### config.mk
export PLATFORM = sky130hd
export DESIGN_NAME = single_memory_initiator
export DESIGN_NICKNAME = d
export VERILOG_FILES = /design/src/rtl/single_memory_initiator_pkg.sv /design/src/rtl/single_memory_initiator_hold.sv /design/src/rtl/single_memory_initiator.sv
export SDC_FILE = /design/constraint.sdc
export NUM_CORES = 1
export LEC_CHECK = 0
export ABC_AREA = 1
export BUFFER_PORTS_ARGS = -buffer_cell sky130_fd_sc_hd__buf_2
export CAP_MARGIN = 30
export CORE_MARGIN = 8
export CORE_UTILIZATION = 32
export CTS_BUF_LIST = sky130_fd_sc_hd__clkbuf_4 sky130_fd_sc_hd__clkbuf_8
export CTS_CLUSTER_SIZE = 25
export DETAILED_ROUTE_END_ITERATION = 16
export PLACE_DENSITY_LB_ADDON = 0.12
export SYNTH_ARGS = -nofsm -noshare
export SYNTH_HDL_FRONTEND = slang
export SYNTH_SLANG_ARGS = --single-unit
### constraint.sdc
create_clock -name clk -period 2.33 [get_ports clk]
set_input_delay 0.3495 -clock clk [delete_from_list [all_inputs] [get_ports clk]]
set_output_delay 0.3495 -clock clk [all_outputs]
set_load 0.05 [all_outputs]
### src/rtl/single_memory_initiator_pkg.sv
// single_memory_pkg: memory op encodings, grant enum, request bundles
// and the misalignment check shared by the initiator.
package single_memory_pkg;

    localparam logic [2:0] MR_OFF = 3'd0;
    localparam logic [2:0] MR_LW  = 3'd1;
    localparam logic [2:0] MR_LH  = 3'd2;
    localparam logic [2:0] MR_LHU = 3'd3;
    localparam logic [2:0] MR_LB  = 3'd4;
    localparam logic [2:0] MR_LBU = 3'd5;

    localparam logic [1:0] MW_OFF = 2'd0;
    localparam logic [1:0] MW_SW  = 2'd1;
    localparam logic [1:0] MW_SH  = 2'd2;
    localparam logic [1:0] MW_SB  = 2'd3;

    typedef enum logic [1:0] {
        GNT_NONE,
        GNT_FETCH,
        GNT_DATA
    } gnt_t;

    typedef struct packed {
        logic [31:0] pc;
        logic        step;
    } fetch_req_t;

    typedef struct packed {
        logic [2:0]  read;
        logic [1:0]  write;
        logic [31:0] addr;
        logic [31:0] wdata;
    } data_req_t;

    function automatic logic misaligned(
        input logic [2:0] rd,
        input logic [1:0] wr,
        input logic [1:0] lsb
    );
        logic word;
        logic half;
        word = (rd == MR_LW) || (wr == MW_SW);
        half = (rd == MR_LH) || (rd == MR_LHU) || (wr == MW_SH);
        return (word && (lsb != 2'b00)) || (half && lsb[0]);
    endfunction

endpackage

### src/rtl/single_memory_initiator_hold.sv
// mem_req_hold: one-entry valid/ready holding register. Ports: in_valid/
// in_ready/in_data request side, take = granted this cycle, full/data out.
module mem_req_hold #(
    parameter int W = 32
) (
    input  logic         clk,
    input  logic         rst,
    input  logic         in_valid,
    output logic         in_ready,
    input  logic [W-1:0] in_data,
    input  logic         take,
    output logic         full,
    output logic [W-1:0] data
);

    // A granted entry leaves this cycle, so a new one may enter at once.
    assign in_ready = !full || take;

    always_ff @(posedge clk or negedge rst) begin
        if (!rst) begin
            full <= 1'b0;
            data <= '0;
        end else if (in_valid && in_ready) begin
            full <= 1'b1;
            data <= in_data;
        end else if (take) begin
            full <= 1'b0;
        end
    end

endmodule

### src/rtl/single_memory_initiator.sv
// single_memory_initiator: multiplexes fetch and load/store requests onto
// one memory port (one access per cycle) with registered responses.
// Ports: clk, rst (async active-low); if_req_*/if_rsp_* fetch stream;
// dm_req_*/dm_rsp_* data stream; mem_* memory controls and returned data.
// Optional macro STALL_CNT_EN adds if_stall_cnt/dm_stall_cnt outputs.
module single_memory_initiator
    import single_memory_pkg::*;
#(
    parameter int ADDR_W    = 8,
    parameter int DATA_BASE = 256
) (
    input  logic        clk,
    input  logic        rst,
    input  logic        if_req_valid,
    output logic        if_req_ready,
    input  logic [31:0] if_pc,
    input  logic        if_step,
    output logic        if_rsp_valid,
    output logic [31:0] if_rsp_instr,
    input  logic        dm_req_valid,
    output logic        dm_req_ready,
    input  logic [2:0]  dm_req_read,
    input  logic [1:0]  dm_req_write,
    input  logic [31:0] dm_req_addr,
    input  logic [31:0] dm_req_wdata,
    output logic        dm_rsp_valid,
    output logic [31:0] dm_rsp_rdata,
    output logic        dm_rsp_err,
`ifdef STALL_CNT_EN
    output logic [31:0] if_stall_cnt,
    output logic [31:0] dm_stall_cnt,
`endif
    output logic [2:0]  mem_read,
    output logic [1:0]  mem_write,
    output logic [31:0] mem_addr,
    output logic        mem_step,
    output logic [31:0] mem_rs2,
    input  logic [31:0] mem_read_data,
    input  logic [31:0] mem_instr
);

    // ADDR_W counts word-address bits, so the byte span is ADDR_W+2 bits.
    localparam int SPAN = ADDR_W + 2;

    fetch_req_t f_in, f_q;
    data_req_t  d_in, d_q;
    logic       f_full, d_full;
    gnt_t       gnt, last_gnt;
    logic       d_noop, d_err;

    assign f_in = '{pc: if_pc, step: if_step};
    assign d_in = '{read: dm_req_read, write: dm_req_write,
                    addr: dm_req_addr, wdata: dm_req_wdata};

    mem_req_hold #(.W($bits(fetch_req_t))) u_fetch_hold (
        .clk      (clk),
        .rst      (rst),
        .in_valid (if_req_valid),
        .in_ready (if_req_ready),
        .in_data  (f_in),
        .take     (gnt == GNT_FETCH),
        .full     (f_full),
        .data     (f_q)
    );

    mem_req_hold #(.W($bits(data_req_t))) u_data_hold (
        .clk      (clk),
        .rst      (rst),
        .in_valid (dm_req_valid),
        .in_ready (dm_req_ready),
        .in_data  (d_in),
        .take     (gnt == GNT_DATA),
        .full     (d_full),
        .data     (d_q)
    );

    // Round-robin only matters when both streams wait.
    always_comb begin
        gnt = GNT_NONE;
        if (f_full && d_full) begin
            gnt = (last_gnt == GNT_FETCH) ? GNT_DATA : GNT_FETCH;
        end else if (f_full) begin
            gnt = GNT_FETCH;
        end else if (d_full) begin
            gnt = GNT_DATA;
        end
    end

    assign d_noop = (d_q.read == MR_OFF) && (d_q.write == MW_OFF);

    assign d_err = !d_noop && (
        ((d_q.read != MR_OFF) && (d_q.write != MW_OFF)) ||
        (d_q.read > MR_LBU) ||
        misaligned(d_q.read, d_q.write, d_q.addr[1:0]) ||
        (|(d_q.addr >> SPAN)) ||
        (d_q.addr < 32'(DATA_BASE)));

    always_comb begin
        mem_read  = MR_OFF;
        mem_write = MW_OFF;
        mem_addr  = '0;
        mem_step  = 1'b0;
        mem_rs2   = '0;
        unique case (gnt)
            GNT_FETCH: begin
                mem_addr = f_q.pc;
                mem_step = f_q.step;
            end
            GNT_DATA: begin
                if (!d_err) begin
                    mem_addr  = d_q.addr;
                    mem_read  = d_q.read;
                    mem_write = d_q.write;
                    mem_rs2   = d_q.wdata;
                end
            end
            default: ;
        endcase
        // A reset landing before the memory's negedge must not commit a store.
        if (!rst) begin
            mem_write = MW_OFF;
        end
    end

    always_ff @(posedge clk or negedge rst) begin
        if (!rst) begin
            if_rsp_valid <= 1'b0;
            if_rsp_instr <= '0;
            dm_rsp_valid <= 1'b0;
            dm_rsp_rdata <= '0;
            dm_rsp_err   <= 1'b0;
            last_gnt     <= GNT_DATA;
        end else begin
            if_rsp_valid <= (gnt == GNT_FETCH);
            if_rsp_instr <= (gnt == GNT_FETCH) ? mem_instr : '0;
            dm_rsp_valid <= (gnt == GNT_DATA);
            dm_rsp_err   <= (gnt == GNT_DATA) && d_err;
            dm_rsp_rdata <= ((gnt == GNT_DATA) && !d_err &&
                             (d_q.read != MR_OFF)) ? mem_read_data : '0;
            if (gnt != GNT_NONE) begin
                last_gnt <= gnt;
            end
        end
    end

`ifdef STALL_CNT_EN
    always_ff @(posedge clk or negedge rst) begin
        if (!rst) begin
            if_stall_cnt <= '0;
            dm_stall_cnt <= '0;
        end else begin
            if (f_full && (gnt != GNT_FETCH) && (if_stall_cnt != '1)) begin
                if_stall_cnt <= if_stall_cnt + 32'd1;
            end
            if (d_full && (gnt != GNT_DATA) && (dm_stall_cnt != '1)) begin
                dm_stall_cnt <= dm_stall_cnt + 32'd1;
            end
        end
    end
`endif

endmodule
==> flow_metrics.py <==
metrics = {
    "status": {
        "status": "complete, but fails checks",
        "violations": "negative setup slack",
    },
    "sta": {
        "slew_headroom_pct": 38.58,
        "rsz0062_at_grt": "yes",
        "fin_worst_skew_ps": 21.22,
        "setup_ws_ps": -176.4,
        "hold_viol": 0,
        "max_freq_ghz": 0.3990,
        "period_minus_slack_ps": 2506,
        "setup_viol": 69,
        "fin_crit_sh_pct": 107.6,
        "fin_tns_setup_ps": -8611,
        "drv_slew": 0,
        "worst_pin_slew_ps": 921.3,
    },
    "drt": {
        "antenna_left": 0,
        "drtIter0Drc": 361,
        "wl_per_cell_um": 16.48,
        "drcViolationCount": 0,
        "routed_wl_mm": 23.02,
        "vias": 6042,
        "vias_per_cell": 4.325,
        "dr.pass1.iters": 4,
    },
    "power": {
        "switching_share_pct": 46.52,
        "clkPwrFrac_pct": 15.2,
        "p_sw_mw": 6.070,
        "p_per_area_nw_per_um2": 1231,
        "pwr-share-seq_pct": 34.7,
        "peakVddDrop_v": 0.0007436,
        "combPwrFrac_pct": 50.0,
        "internal-power_mw": 6.978,
        "leakagePower_nw": 5.785,
        "power.total_mw": 13.05,
    },
    "floorplanning": {
        "core-area_um2": 21690,
        "rows": 54,
        "die_w_um": 164.3,
        "boundaryPins": 309,
        "start_util_pct": 32.46,
        "dieArea_um2": 27000,
        "die_y_um": 164.3,
    },
    "placement": {
        "dp_hpwl_mm": 16.05,
        "portBuffers": 308,
        "dpl-instance-area_um2": 9046,
        "dp_cells": 1343,
        "gp_congestion": 0.7359,
    },
    "worst_setup_path": {
        "required_ps": 1980,
        "max_stage_delay_ps": 400,
        "worstPathMaxFanout": 9,
        "critical_path_class": "reg -> out",
        "cp_common_cell": "nand2_8",
        "path_cells": "inv_2 -> nand3_2 -> or2_2 -> nand2_8 -> nand2_8 -> clkbuf_16 -> nor2_2 -> buf_6",
        "cp_slowest_cell": "dfrtp_1",
        "startpoint_type": "flip-flop",
        "crit_arrival_ps": 2160,
        "crit_family": "simple AND/OR/NAND/NOR gates",
        "crit_buf_inv": 3,
        "critPathCaptureType": "output pin",
    },
    "global_route": {
        "gr-total-overflow": 0,
        "antenna_found_initial": 2,
        "grt_usage_pct": 16.39,
        "grt_pass1_wl_mm": 34.46,
        "grt_max_degree": 173,
        "first_global_vias": 6169,
    },
    "job": {
        "cap_viol_max_count": 0,
    },
    "clocking": {
        "cts_tree": "built",
        "cts_buffers": 17,
        "clk_latency_ps": 460,
        "root_buffer": "clkbuf_8",
        "cts_num_sinks": 173,
        "clk_pin_slew_ps": 110,
        "htree_levels": 4,
        "clock_path_buffers": 2,
    },
    "yosys": {
        "synth.most_common_cell": "dfrtp_1",
        "synth-edff-count": 0,
        "synthCells": 778,
        "yosysTopAreaCell": "dfrtp_1",
        "synthFlopType": "dfrtp_1",
        "netlist_top_cells_count": "dfrtp_1 (172), nor2_1 (160), nand2_1 (155)",
        "synth.net_count": 948,
        "ys_types": 19,
        "syn_area_um2": 7039,
        "ys_seq_area_share_pct": 61.52,
        "synth.top_cell.area_share_pct": 61.14,
        "ys_warn_count": 0,
        "synthArstFlopShare_pct": 100.0,
        "ys_top_cells_by_area": "dfrtp_1 (61%), nor2_1 (8.5%), nand2_1 (8.3%)",
        "syn_avg_cell_area_um2": 9.048,
        "synth_seq_cells": 173,
    },
    "final_layout": {
        "stdcell_area_um2": 10600,
        "area_growth_pct": 50.52,
        "drive_above_1_share_pct": 45.47,
        "layout.nets": 1273,
        "fin_cells": 1397,
    },
    "min_path": {
        "hp-class": "in -> reg",
    },
}
-- metal layers --
layer	part of all wire (%)	GRT usage (%)	vias up
met3	7.9	5.138	11
met2	49	26.15	183
li1	-	-	3011
met4	0.60	4.050	4
met1	43	21.29	2833
met5	0.078	0	-
-- tightest hold or removal path, cell delays in order --
cell	delay, ps
buf_2	100
inv_1	40
nor2_1	30
-- cells in the final DEF (no fill, tap or decap), types with 22 or more instances in the layout --
master and n:
dfrtp_1 172, buf_8 25, nand3_1 44, inv_1 101, nand2_2 22, mux2_2 32, a21oi_1 39, buf_6 44
nand2_1 131, buf_2 238, nor2_2 27, nor2_1 118
-- stage by stage --
step | worst slack, ps | hold WS (ps) | utilization [%]
6_report | -176.4 | 86.40 | 48.85
5_1_grt | -344.2 | 38.67 | 48.83
2_1_floorplan | -86.84 | 53.91 | -
3_3_place_gp | 137.9 | 134.8 | 41.71
3_5_place_dp | 107.9 | 134.0 | 41.71
4_1_cts | -171.6 | 40.37 | 45.95
-- power groups by stage --
stage          sequential [mW]  clock (mW)  combinational (mW)
2_1_floorplan             5.30           0                3.10
3_3_place_gp              4.56           0                5.47
3_5_place_dp              4.58           0                5.46
4_1_cts                   4.51        2.08                6.06
5_1_grt                   4.66        2.20                7.02
6_report                  4.53        1.99                6.53
-- state kept, by name (all words and copies together), names as in the netlist --
signal             flops
last_gnt               2
if_rsp_instr          32
dm_rsp_rdata          32
u_data_hold.data      69
if_rsp_valid           1
u_data_hold.full       1
dm_rsp_valid           1
dm_rsp_err             1
u_fetch_hold.data     33
u_fetch_hold.full      1
-- logic make-up after synthesis --
kind of cell,Yosys count,synth area share (%)
mux,32,5.119
flops,173,61.52
compound gates,42,3.288
buf+inv,145,8.016
simple gates,386,22.06
-- final timing paths --
kind                                       start               endpoint  slack (ps)  depth (start not counted)
max in group asynchronous                    rst       dm_rsp_rdata[15]         960                          3
min in group asynchronous                    rst   u_data_hold.data[67]         300                          2
max                         u_data_hold.data[68]            mem_rs2[14]        -180                          8
max reg2reg                 u_data_hold.data[68]       dm_rsp_rdata[13]         480                         10
min reg2reg                u_fetch_hold.data[14]  u_fetch_hold.data[14]         480                          2
min                                mem_instr[30]       if_rsp_instr[30]          90                          3
-- cell type report --
type / count / area [um^2]
clock buffers: 19 / 255.2
well taps: 280 / 350.3
clock inverters: 12 / 103.9
diodes: 2 / 5.005
inverters: 106 / 397.9
multi-input cells: 460 / 2570
fillers: 2156 / 11090
repair buffers: 345 / 2582
flip-flops and latches: 173 / 4330
-- timing repair --
action,in CTS,in global routing
gates resized for setup,143,130
cloned,1,5
endpoints found under the setup margin,70,70
hold endpoints to repair,1,0
pin swaps,3,18
hold buffers,1,0
buffers inserted,11,4
No activity file was read; power rests on OpenSTA's default activity.
